`config.mk`:
```
export PLATFORM = sky130hd
export DESIGN_NAME = fifo_wr_arbiter_flat
export DESIGN_NICKNAME = d
export VERILOG_FILES = /design/src/rtl/fifo_wr_arbiter_if.sv /design/src/rtl/fifo_wr_arbiter.sv /design/src/flat_wrapper.sv
export SDC_FILE = /design/constraint.sdc
export NUM_CORES = 1
export LEC_CHECK = 0
export BUFFER_PORTS_ARGS = -buffer_cell sky130_fd_sc_hd__buf_2
export CORE_ASPECT_RATIO = 1.4
export CORE_MARGIN = 2
export CORE_UTILIZATION = 45
export CTS_BUF_LIST = sky130_fd_sc_hd__clkbuf_2
export DETAILED_ROUTE_END_ITERATION = 10
export HOLD_SLACK_MARGIN = 0.06
export PLACE_DENSITY = 0.85
export SYNTH_ARGS = -nofsm -noshare
export SYNTH_HDL_FRONTEND = slang
export SYNTH_SLANG_ARGS = --single-unit
export TNS_END_PERCENT = 50
```
`constraint.sdc`:
```
create_clock -name i_wr_clk -period 3.75 [get_ports i_wr_clk]
set_input_delay 0.9375 -clock i_wr_clk [delete_from_list [all_inputs] [get_ports i_wr_clk]]
set_output_delay 0.9375 -clock i_wr_clk [all_outputs]
set_load 0.02 [all_outputs]
```
`src/rtl/fifo_wr_arbiter_if.sv`:
```
// Bus bundle between NUM_REQ write-domain requesters, the arbiter and the FIFO write port.
//   i_req / i_last / i_data : per-requester beat valid, end-of-burst flag and packed data
//   o_gnt                   : one-hot (or zero) beat acceptance back to the requesters
//   i_fifo_full             : same-cycle full flag of the FIFO write-pointer logic
//   o_fifo_wr_en/o_fifo_wdata : FIFO write strobe and word
//   o_busy / o_owner        : burst lock status and current/last owner index
// The slave modport is the arbiter's view; master is the requester/FIFO side.
interface fifo_wr_arbiter_if #(
  parameter int unsigned NUM_REQ    = 4,
  parameter int unsigned DATA_WIDTH = 8
) ();
  localparam int unsigned OwnerW = $clog2(NUM_REQ);

  logic [NUM_REQ-1:0]            i_req;
  logic [NUM_REQ-1:0]            i_last;
  logic [NUM_REQ*DATA_WIDTH-1:0] i_data;
  logic [NUM_REQ-1:0]            o_gnt;
  logic                          i_fifo_full;
  logic                          o_fifo_wr_en;
  logic [DATA_WIDTH-1:0]         o_fifo_wdata;
  logic                          o_busy;
  logic [OwnerW-1:0]             o_owner;

  modport slave (
    input  i_req, i_last, i_data, i_fifo_full,
    output o_gnt, o_fifo_wr_en, o_fifo_wdata, o_busy, o_owner
  );

  modport master (
    output i_req, i_last, i_data, i_fifo_full,
    input  o_gnt, o_fifo_wr_en, o_fifo_wdata, o_busy, o_owner
  );
endinterface

```
`src/rtl/fifo_wr_arbiter.sv`:
```
// Round-robin, burst-locked arbiter for the single write port of an async FIFO.
// A requester owns the port for a whole burst (ended by i_last or after MAX_BURST beats),
// so bursts never interleave in the FIFO.
//   i_wr_clk : write-domain clock
//   i_rst    : synchronous active-high reset
//   io_bus   : requester handshake, FIFO write port and status (see fifo_wr_arbiter_if)
module fifo_wr_arbiter #(
  parameter int unsigned NUM_REQ    = 4,
  parameter int unsigned DATA_WIDTH = 8,
  parameter int unsigned MAX_BURST  = 16
) (
  input logic              i_wr_clk,
  input logic              i_rst,
  fifo_wr_arbiter_if.slave io_bus
);
  localparam int unsigned OwnerW = $clog2(NUM_REQ);
  localparam int unsigned BeatW  = $clog2(MAX_BURST + 1);

  typedef enum logic [0:0] {StIdle, StXfer} state_e;

  state_e              r_state, w_state_d;
  logic [OwnerW-1:0]   r_owner, w_owner_d;
  logic [OwnerW-1:0]   r_last_owner, w_last_owner_d;
  logic [BeatW-1:0]    r_beats, w_beats_d, w_beats_inc;
  logic [OwnerW-1:0]   w_pick;
  logic                w_found;
  logic                w_acc;
  logic [NUM_REQ-1:0]  w_gnt;
  logic [DATA_WIDTH-1:0] w_wdata;

  // Round-robin pick: first set request scanning upward from last_owner+1, wrapping.
  always_comb begin
    w_pick  = '0;
    w_found = 1'b0;
    for (int unsigned i = 1; i <= NUM_REQ; i++) begin
      if (!w_found && io_bus.i_req[OwnerW'((32'(r_last_owner) + i) % NUM_REQ)]) begin
        w_found = 1'b1;
        w_pick  = OwnerW'((32'(r_last_owner) + i) % NUM_REQ);
      end
    end
  end

  // Owner data mux; driven in every state so the FIFO word is stable ahead of the grant.
  always_comb begin
    w_wdata = io_bus.i_data[DATA_WIDTH-1:0];
    for (int unsigned k = 0; k < NUM_REQ; k++) begin
      if (r_owner == OwnerW'(k)) begin
        w_wdata = io_bus.i_data[k*DATA_WIDTH +: DATA_WIDTH];
      end
    end
  end

  assign w_beats_inc = r_beats + BeatW'(1);

  always_comb begin
    w_state_d      = r_state;
    w_owner_d      = r_owner;
    w_last_owner_d = r_last_owner;
    w_beats_d      = r_beats;
    w_acc          = 1'b0;
    unique case (r_state)
      StIdle: begin
        if (|io_bus.i_req) begin
          w_owner_d = w_pick;
          w_beats_d = '0;
          w_state_d = StXfer;
        end
      end
      StXfer: begin
        w_acc = io_bus.i_req[r_owner] & ~io_bus.i_fifo_full;
        if (w_acc) begin
          w_beats_d = w_beats_inc;
          // Release on the burst's final beat or when the beat cap is reached.
          if (io_bus.i_last[r_owner] || (w_beats_inc == BeatW'(MAX_BURST))) begin
            w_last_owner_d = r_owner;
            w_state_d      = StIdle;
          end
        end
      end
      default: w_state_d = StIdle;
    endcase
    // Nothing may be written while reset is held, even mid-burst.
    if (i_rst) begin
      w_acc = 1'b0;
    end
  end

  always_comb begin
    w_gnt          = '0;
    w_gnt[r_owner] = w_acc;
  end

  always_ff @(posedge i_wr_clk) begin
    if (i_rst) begin
      r_state      <= StIdle;
      r_owner      <= '0;
      r_last_owner <= OwnerW'(NUM_REQ - 1);
      r_beats      <= '0;
    end else begin
      r_state      <= w_state_d;
      r_owner      <= w_owner_d;
      r_last_owner <= w_last_owner_d;
      r_beats      <= w_beats_d;
    end
  end

  assign io_bus.o_gnt        = w_gnt;
  assign io_bus.o_fifo_wr_en = w_acc;
  assign io_bus.o_fifo_wdata = w_wdata;
  assign io_bus.o_busy       = (r_state == StXfer);
  assign io_bus.o_owner      = r_owner;
endmodule
```
`src/flat_wrapper.sv`:
```
// flat-port wrapper written by rule: the top's interface ports become plain ports
module fifo_wr_arbiter_flat 
#(
  parameter int unsigned NUM_REQ    = 4,
  parameter int unsigned DATA_WIDTH = 8,
  parameter int unsigned MAX_BURST  = 16
)
  (i_wr_clk, i_rst, io_bus_i_req, io_bus_i_last, io_bus_i_data, io_bus_i_fifo_full, io_bus_o_gnt, io_bus_o_fifo_wr_en, io_bus_o_fifo_wdata, io_bus_o_busy, io_bus_o_owner);
  fifo_wr_arbiter_if #(.NUM_REQ(NUM_REQ), .DATA_WIDTH(DATA_WIDTH)) io_bus_i ();
  input logic i_wr_clk;
  input logic i_rst;
  input wire logic [$bits(io_bus_i.i_req)-1:0] io_bus_i_req;
  input wire logic [$bits(io_bus_i.i_last)-1:0] io_bus_i_last;
  input wire logic [$bits(io_bus_i.i_data)-1:0] io_bus_i_data;
  input wire logic [$bits(io_bus_i.i_fifo_full)-1:0] io_bus_i_fifo_full;
  output wire logic [$bits(io_bus_i.o_gnt)-1:0] io_bus_o_gnt;
  output wire logic [$bits(io_bus_i.o_fifo_wr_en)-1:0] io_bus_o_fifo_wr_en;
  output wire logic [$bits(io_bus_i.o_fifo_wdata)-1:0] io_bus_o_fifo_wdata;
  output wire logic [$bits(io_bus_i.o_busy)-1:0] io_bus_o_busy;
  output wire logic [$bits(io_bus_i.o_owner)-1:0] io_bus_o_owner;
  assign io_bus_i.i_req = io_bus_i_req;
  assign io_bus_i.i_last = io_bus_i_last;
  assign io_bus_i.i_data = io_bus_i_data;
  assign io_bus_i.i_fifo_full = io_bus_i_fifo_full;
  assign io_bus_o_gnt = io_bus_i.o_gnt;
  assign io_bus_o_fifo_wr_en = io_bus_i.o_fifo_wr_en;
  assign io_bus_o_fifo_wdata = io_bus_i.o_fifo_wdata;
  assign io_bus_o_busy = io_bus_i.o_busy;
  assign io_bus_o_owner = io_bus_i.o_owner;
  fifo_wr_arbiter #(.NUM_REQ(NUM_REQ), .DATA_WIDTH(DATA_WIDTH), .MAX_BURST(MAX_BURST)) u_core (.i_wr_clk(i_wr_clk), .i_rst(i_rst), .io_bus(io_bus_i));
endmodule
```
-- Word-level counts from Yosys, hierarchy flattened
Index checks and enable logic that the tools add are counted.
- flip-flop bits (word level): 10
- input port bits: 43
- output and inout port bits: 16
- logic and storage cells: 70
- add/subtract/negate cells: 5
- order comparisons: 6
- equal/unequal tests: 6
- muxes and demuxes: 33
- bitwise gates (word level): 4
- reductions and logical operators: 12
- operator list (kind ; number):
    2-to-1 mux 8 bit ; 3
    less-than comparator 2 x 3 -> 1 bit, second input constant ; 5
    2-to-1 mux 1 bit ; 15
    binary-select mux 1 bit (select 2 bit) ; 6
    2-to-1 mux 5 bit ; 2
    one-hot mux 5 bit (2 select lines) ; 1
    2-to-1 mux 2 bit ; 4
    adder 5 x 1 -> 5 bit, second input constant ; 1
    == test 5 bit, second input constant ; 1
    adder 2 x 1 -> 2 bit, second input constant ; 2
    adder 2 bit, second input constant ; 2
    bitwise AND 4 bit ; 1
    == test 2 bit, second input constant ; 2
    logical AND 1 bit ; 4
    AND reduction 2 bit ; 2
    OR reduction 4 bit ; 1
    logical NOT 1 bit ; 3
    AND reduction 3 bit ; 1
    demux 1 bit (select 2 bit) ; 1
    == test 2 x 1 -> 1 bit, second input constant ; 1
    greater-or-equal comparator 2 x 1 -> 1 bit, second input constant ; 1
    != test 2 x 1 -> 1 bit, second input constant ; 1
    != test 2 bit, second input constant ; 1
    inverter 1 bit ; 2
    3 further kinds ; 3

-- Longest topological paths before layout
Gate-level depths: netlist (run 1).
- depth after elaboration: 13
- depth in mapped cells: 6

-- Least setup slack after synthesis (run 1)
OpenSTA, ideal clock, no wires.
- kind: in2out
- start: input port io_bus_i_req[2]
- end: output port io_bus_o_gnt[0]
- data arrival time: 1.941 ns
- setup slack: 0.872 ns
- stages: 3
- path buffers: 0
- cell sequence: mux4_2 nand3b_4 nor4_1
- cells in the longest elaborated chain, start to end: 6
- RTL lines (what ; line ; source):
    from (decl) ; flat_wrapper.sv:12 ; input wire logic [$bits(io_bus_i.i_req)-1:0] io_bus_i_req;
    binary-select mux 1 bit (select 2 bit) ; fifo_wr_arbiter.sv:70 ; w_acc = io_bus.i_req[r_owner] & ~io_bus.i_fifo_full;
    2-to-1 mux 1 bit (implied by the code) ; fifo_wr_arbiter.sv:70 ;
    bitwise AND 1 bit ; fifo_wr_arbiter.sv:70 ;
    2-to-1 mux 1 bit ; fifo_wr_arbiter.sv:61 ; unique case (r_state)
    2-to-1 mux 1 bit ; fifo_wr_arbiter.sv:83 ; if (i_rst) begin
    bitwise AND 4 bit (no source line) ; -- ;
    to (decl) ; flat_wrapper.sv:16 ; output wire logic [$bits(io_bus_i.o_gnt)-1:0] io_bus_o_gnt;
Every way passes these cells. The select of a mux whose other input is x is not followed.

-- Worst setup path after layout (run 1)
- start: register u_core.r_owner[1], in the netlist u_core.io_bus.o_owner[1]
- end: output port io_bus_o_gnt[2]
- cells in the longest elaborated chain, start to end: 6
- RTL lines (what ; line ; source):
    from (decl) ; fifo_wr_arbiter.sv:22 ; logic [OwnerW-1:0] r_owner, w_owner_d;
    from (signal assigned) ; fifo_wr_arbiter.sv:101 ; r_owner <= w_owner_d;
    binary-select mux 1 bit (select 2 bit) ; fifo_wr_arbiter.sv:70 ;
    2-to-1 mux 1 bit (implied by the code) ; fifo_wr_arbiter.sv:70 ;
    bitwise AND 1 bit ; fifo_wr_arbiter.sv:70 ;
    2-to-1 mux 1 bit ; fifo_wr_arbiter.sv:61 ;
    2-to-1 mux 1 bit ; fifo_wr_arbiter.sv:83 ;
    bitwise AND 4 bit (no source line) (*) ; -- ;
Every way passes the cells marked *; elsewhere a longest branch is shown, timed or not. The select of a mux whose other input is x is not followed.

==> results of run 1 <==
[power groups by stage]
stage               Combinational (mW)  Clock [mW]  Sequential (mW)
global placement                 0.108           0            0.124
floorplan                       0.0721           0            0.120
global route                     0.120      0.0701            0.123
detailed placement               0.111           0            0.124
CTS                              0.112      0.0634            0.122
finish                           0.111      0.0619            0.121
[worst min-delay path, delay by kind of cell, from the launching register on]
| kind | cells | cell delay, ns |
|---|---|---|
| flip-flops | 1 | 0.37 |
| AND/OR/NAND/NOR | 2 | 0.13 |
[final cells by class]
class | count | area share, %
clock buffer | 3 | 1.327
clock inverter | 1 | 0.3319
inverter | 4 | 1.327
multi-input combinational | 63 | 50.77
sequential | 10 | 17.70
tap | 20 | 2.212
timing repair buffer | 59 | 26.33
[registers in the layout, indices dropped and copies added (netlist names)]
signal,count
u_core.io_bus.o_busy,1
u_core.io_bus.o_owner,2
u_core.r_beats,5
u_core.r_last_owner,2
[worst max-delay path by stage]
stage,to,start,slack [ns]
floorplan,io_bus_o_gnt[0],io_bus_i_req[2],0.87
global placement,io_bus_o_gnt[2],io_bus_i_req[3],0.73
detailed placement,io_bus_o_gnt[2],io_bus_i_req[3],0.70
CTS,io_bus_o_gnt[2],u_core.io_bus.o_owner[1],0.61
global route,io_bus_o_gnt[3],u_core.io_bus.o_owner[1],0.51
finish,io_bus_o_gnt[2],u_core.io_bus.o_owner[1],0.64
[metal layers]
metal  global-route usage (%)  vias to the layer above  part of all wire (%)
met5                        0                        -                     0
met4                    8.621                        0                   1.2
met3                    3.659                        4                   7.2
met2                    41.13                       41                    57
met1                    20.36                      418                    35
li1                         -                      430                     -
[cell families after synthesis]
family | share of synthesized area, %
compound gates | 11.31
xor+xnor | 1.071
fa+ha+maj | 1.529
buf+inv | 5.350
flops | 24.46
mux | 32.57
simple gates | 23.70
[per-stage QoR]
step	worst slack, ns	hold slack [ns]	cells
2_1_floorplan	0.8716	0.4834	82
3_3_place_gp	0.7273	0.5134	156
3_5_place_dp	0.6993	0.5292	156
4_1_cts	0.6142	0.5426	160
5_1_grt	0.5053	0.5917	160
6_report	0.6430	0.5400	160
[layout by cell type, fill, tap and decap left out, drive strengths merged]
cell type,count
nor2,10
a221o,1
and3,3
o21ba,1
o21ai,1
buf,59
inv,4
or2,1
mux2i,3
nor4,3
nor3,2
mux4,10
o22ai,1
a211oi,2
nand3,3
nand3b,3
a22o,1
nand2b,1
nand2,4
clkinv,1
xnor2,1
nand4b,1
ha,1
mux2,1
a31oi,2
nor2b,1
dfxtp,10
and3b,1
clkbuf,3
a21oi,5
==> results.sh, run 1 <==
export IMPL_async_reset_ff_share_pct=0
export IMPL_power_density_nw_per_um2=259.8
export IMPL_tns_ns=0
export IMPL_drc=0
export IMPL_synth_top_area_share_pct=27.52
export IMPL_worstReg2RegStart="u_core.io_bus.o_owner[1]"
export IMPL_drv_cap=0
export IMPL_synth_main_ff_cell="dfxtp_1"
export IMPL_rsz0062_at_grt="false"
export IMPL_cts_sinks=10
export IMPL_crit_fanout=17
export IMPL_arrival_ns=2.17
export IMPL_drive_gt1_share_pct=55.00
export IMPL_clockRootBuffer="clkbuf_2"
export IMPL_syn_area_per_cell_sq_um=9.979
export IMPL_finalSetupViolCount=0
export IMPL_relSlewSlack_pct=57.10
export IMPL_dp_hpwl_mm=1.853
export IMPL_path_delay_family="flip-flops"
export IMPL_worstHoldEndpoint="u_core.r_beats[2]"
export IMPL_worst_pin_slew_ns=0.6426
export IMPL_diodes=0
export IMPL_power_frac_clock_pct=21.0
export IMPL_num_rows=18
export IMPL_cts_max_path_buffers=2
export IMPL_r2r_end="u_core.r_beats[4]"
export IMPL_cp_num_buf_inv=1
export IMPL_grt_pass1_wl_mm=3.084
export IMPL_clock_fmax_mhz=321.9
export IMPL_cts_tree="done"
export IMPL_leakage_nw=0.5481
export IMPL_switchingPower_mw=0.1022
export IMPL_ys_warn_count=0
export IMPL_cts_resized=0
export IMPL_start_util_pct=47.19
export IMPL_final_core_util_pct=65.22
export IMPL_wl_per_cell_microns=13.81
export IMPL_grt_overflow=0
export IMPL_slowest_delay_ns=0.75
export IMPL_timing_final_crit_share_pct=82.85
export IMPL_grt_max_degree=18
export IMPL_path_clk_slew_ns=0.10
export IMPL_whs_path_depth=2
export IMPL_die_area_sq_um=2180
export IMPL_rrSetupSlack_ns=1.65
export IMPL_die_x_microns=40.04
export IMPL_gp_congestion=0.7330
export IMPL_finClkSkew_ns=0.004954
export IMPL_ys_ff_latch=10
export IMPL_p_sw_share_pct=34.78
export IMPL_setup_worst_path_end_class="primary output"
export IMPL_min_period_ns=3.107
export IMPL_final_max_slew_viol_count=0
export IMPL_synth_edf_count=0
export IMPL_worst_ep_required_time_ns=2.81
export IMPL_regArea_sq_um=200.2
export IMPL_routed_wl_mm=2.210
export IMPL_die_height_microns=54.46
export IMPL_core_area_sq_um=1734
export IMPL_grt_pass1_vias=771
export IMPL_hold_path_startpoint="u_core.r_beats[2]"
export IMPL_startpoint_type="flop"
export IMPL_ios=59
export IMPL_synth_distinct_cells=33
export IMPL_hold_viol_final=0
export IMPL_outcome="finished, final reports clean"
export IMPL_intPower_mw=0.1917
export IMPL_cts_hold_buf=0
export IMPL_portBuffers=58
export IMPL_grtUsageTotal_pct=21.12
export IMPL_synthTopCellsByCount="10 x dfxtp_1, 10 x mux4_2, 9 x nor2_1"
export IMPL_min_path_type="reg2reg"
export IMPL_pwr_share_comb_pct=37.6
export IMPL_drtPass1Iterations=4
export IMPL_syn_num_nets=126
export IMPL_rr_worst_depth=5
export IMPL_cp_num_cells=5
export IMPL_clock_latency_ns=0.26
export IMPL_fill_cells=166
export IMPL_multi_input_area_sq_um=574.3
export IMPL_final_nets=185
export IMPL_viasPerCell=5.581
export IMPL_cts_buffers_inserted=3
export IMPL_drtIter0Drc=13
export IMPL_pwr_share_seq_pct=41.3
export IMPL_critPathKind="reg2out"
export IMPL_cp_slowest_cell="dfxtp_1"
export IMPL_cts_setup_buffers=0
export IMPL_synthCells=82
export IMPL_seq_area_frac_synth_pct=24.46
export IMPL_syn_area_sq_um=818.3
export IMPL_path_cells="mux4_2 -> nand3b_4 -> nor2_4 -> and3_1 -> buf_2"
export IMPL_vias=893
export IMPL_synth_top_area_cell="mux4_2"
export IMPL_grt_antenna_before_repair=0
export IMPL_ant_nets=0
export IMPL_place_area_sq_um=1112
export IMPL_htree_levels=1
export IMPL_finalPower_mw=0.2938
export IMPL_ys_top_cells_by_area="mux4_2 28%, dfxtp_1 24%, nor2_1 4.1%"
export IMPL_fin_area_sq_um=1131
export IMPL_peakVddDrop_v=0.0001987
export IMPL_area_growth_pct=38.23
Power figures use the tool's default switching activity.
==> run 2: changes to the inputs <==
Settings changed: CORE_UTILIZATION 45 to 37, PLACE_DENSITY 0.85 to 0.75.
Clock period 3.75 ns to 2.5 ns, I/O delays scaled along.
==> results.sh, run 2 (same netlist as run 1, synthesis figures left out) <==
export IMPL_routed_wl_mm=2.113
export IMPL_timing_final_crit_share_pct=97.26
export IMPL_multi_input_area_sq_um=574.3
export IMPL_largest_reg_flops=5
export IMPL_tns_ns=0
export IMPL_path_delay_family="multiplexers"
export IMPL_switchingPower_mw=0.1537
export IMPL_die_x_microns=43.75
export IMPL_critPathKind="in2out"
export IMPL_startpoint_type="input port"
export IMPL_grt_max_degree=17
export IMPL_clockRootBuffer="clkbuf_2"
export IMPL_drtIter0Drc=15
export IMPL_path_cells="buf_2 -> mux4_2 -> nand3b_4 -> nor2_4 -> and3_1 -> buf_2"
export IMPL_arrival_ns=1.81
export IMPL_regArea_sq_um=200.2
export IMPL_outcome="finished, final reports clean"
export IMPL_final_common_cell="buf_2"
export IMPL_p_sw_share_pct=34.59
export IMPL_peakVddDrop_v=0.0002623
export IMPL_critPathMostFrequentCell="buf_2"
export IMPL_clock_latency_ns=0.26
export IMPL_vias=880
export IMPL_setup_ws_ns=0.06852
export IMPL_path_clk_slew_ns=0.10
export IMPL_setup_worst_path_end_class="primary output"
export IMPL_clock_fmax_mhz=411.3
export IMPL_grt_overflow=0
export IMPL_layout_cells_non_filler=164
export IMPL_worstReg2RegStart="u_core.io_bus.o_owner[1]"
export IMPL_worstHoldEndpoint="u_core.r_beats[2]"
export IMPL_drc=0
export IMPL_cts_resized=0
export IMPL_fill_cells=196
export IMPL_cts_buffers_inserted=3
export IMPL_whs_path_depth=2
export IMPL_viasPerCell=5.366
export IMPL_slowest_delay_ns=0.50
export IMPL_pwr_share_comb_pct=39.5
export IMPL_cts_tree="done"
export IMPL_portBuffers=58
export IMPL_final_max_slew_viol_count=0
export IMPL_drv_cap=0
export IMPL_power_density_nw_per_um2=386.9
export IMPL_hold_viol_final=0
export IMPL_min_period_ns=2.431
export IMPL_cts_max_path_buffers=2
export IMPL_grt_antenna_before_repair=0
export IMPL_drtPass1Iterations=3
export IMPL_top_register="u_core.r_beats"
export IMPL_grtUsageTotal_pct=16.12
export IMPL_finClkSkew_ns=0.009746
export IMPL_cts_setup_buffers=0
export IMPL_die_area_sq_um=2609
export IMPL_diodes=0
export IMPL_ios=59
export IMPL_final_core_util_pct=54.00
export IMPL_worst_pin_slew_ns=0.4006
export IMPL_drive_gt1_share_pct=55.63
export IMPL_area_growth_pct=40.37
export IMPL_pwr_share_seq_pct=39.3
export IMPL_intPower_mw=0.2906
export IMPL_place_ws_ns=0.07276
export IMPL_final_cell_mix="58 x buf_2, 10 x mux4_2, 10 x dfxtp_1"
export IMPL_gp_congestion=0.7608
export IMPL_rrSetupSlack_ns=0.85
export IMPL_min_path_type="reg2reg"
export IMPL_rsz0062_at_grt="false"
export IMPL_worst_ep_required_time_ns=1.88
export IMPL_cts_sinks=10
export IMPL_relSlewSlack_pct=73.05
export IMPL_grt_pass1_vias=769
export IMPL_core_area_sq_um=2127
export IMPL_htree_levels=1
export IMPL_cts_hold_buf=0
export IMPL_dp_hpwl_mm=1.813
export IMPL_finalPower_mw=0.4443
export IMPL_crit_fanout=9
export IMPL_hold_path_startpoint="u_core.r_beats[2]"
export IMPL_die_height_microns=59.65
export IMPL_leakage_nw=0.5586
export IMPL_rr_worst_depth=5
export IMPL_cp_num_buf_inv=2
export IMPL_grt_pass1_wl_mm=3.098
export IMPL_power_frac_clock_pct=21.2
export IMPL_cp_slowest_cell="mux4_2"
export IMPL_start_util_pct=38.47
export IMPL_ant_nets=0
export IMPL_finalSetupViolCount=0
export IMPL_r2r_end="u_core.r_beats[4]"
export IMPL_wl_per_cell_microns=12.88
export IMPL_dp_cells=160
export IMPL_final_nets=187
export IMPL_num_rows=20
-- run 2: cell count changes in the layout (fill, tap and decap cells not counted) --
cell and change:
buf_4 +2
-- run 2: power groups by stage --
stage | clock network [mW] | registers, mW | logic, mW
floorplan | 0 | 0.181 | 0.108
global placement | 0 | 0.178 | 0.174
detailed placement | 0 | 0.178 | 0.178
CTS | 0.0974 | 0.175 | 0.178
global route | 0.104 | 0.176 | 0.190
finish | 0.0943 | 0.175 | 0.176
-- run 2: through the flow --
stage | area [sq um] | hold slack [ns]
6_report | 1149 | 0.5369
5_1_grt | 1149 | 0.5673
4_1_cts | 1149 | 0.5413
3_5_place_dp | 1130 | 0.5262
3_3_place_gp | 1130 | 0.5143
2_1_floorplan | 818.3 | 0.4834
-- run 2: layout make-up --
| cell class | count | area share (%) |
|---|---|---|
| Multi-Input combinational cell | 63 | 50.00 |
| Sequential cell | 10 | 17.43 |
| Inverter | 4 | 1.307 |
| Clock inverter | 1 | 0.3268 |
| Timing Repair Buffer | 61 | 27.23 |
| Clock buffer | 3 | 1.307 |
| Tap cell | 22 | 2.397 |
-- run 2: how the worst max path moves through the flow --
stage | from | end | slack [ns] | cells after the start
5_1_grt | io_bus_i_req[3] | io_bus_o_gnt[2] | 0.008 | 6
4_1_cts | io_bus_i_req[3] | io_bus_o_gnt[2] | 0.07 | 6
3_3_place_gp | io_bus_i_req[3] | io_bus_o_gnt[2] | 0.09 | 6
2_1_floorplan | u_core.io_bus.o_owner[0] | io_bus_o_gnt[1] | 0.16 | 4
6_report | io_bus_i_req[3] | io_bus_o_gnt[2] | 0.07 | 6
3_5_place_dp | io_bus_i_req[3] | io_bus_o_gnt[2] | 0.07 | 6
-- run 2: worst min-delay path, delay by kind of cell (launching register included) --
kind / cells / cell delay, ns
flops: 1 / 0.36
simple gates: 2 / 0.13
-- run 2: per-layer routing --
metal | track usage (%) | part of all wire, % | vias to the layer above
met5 | 0 | 0 | -
met4 | 7.792 | 2.0 | 0
met3 | 2.439 | 8.1 | 5
met2 | 30.46 | 55 | 37
met1 | 16.70 | 35 | 401
li1 | - | - | 437
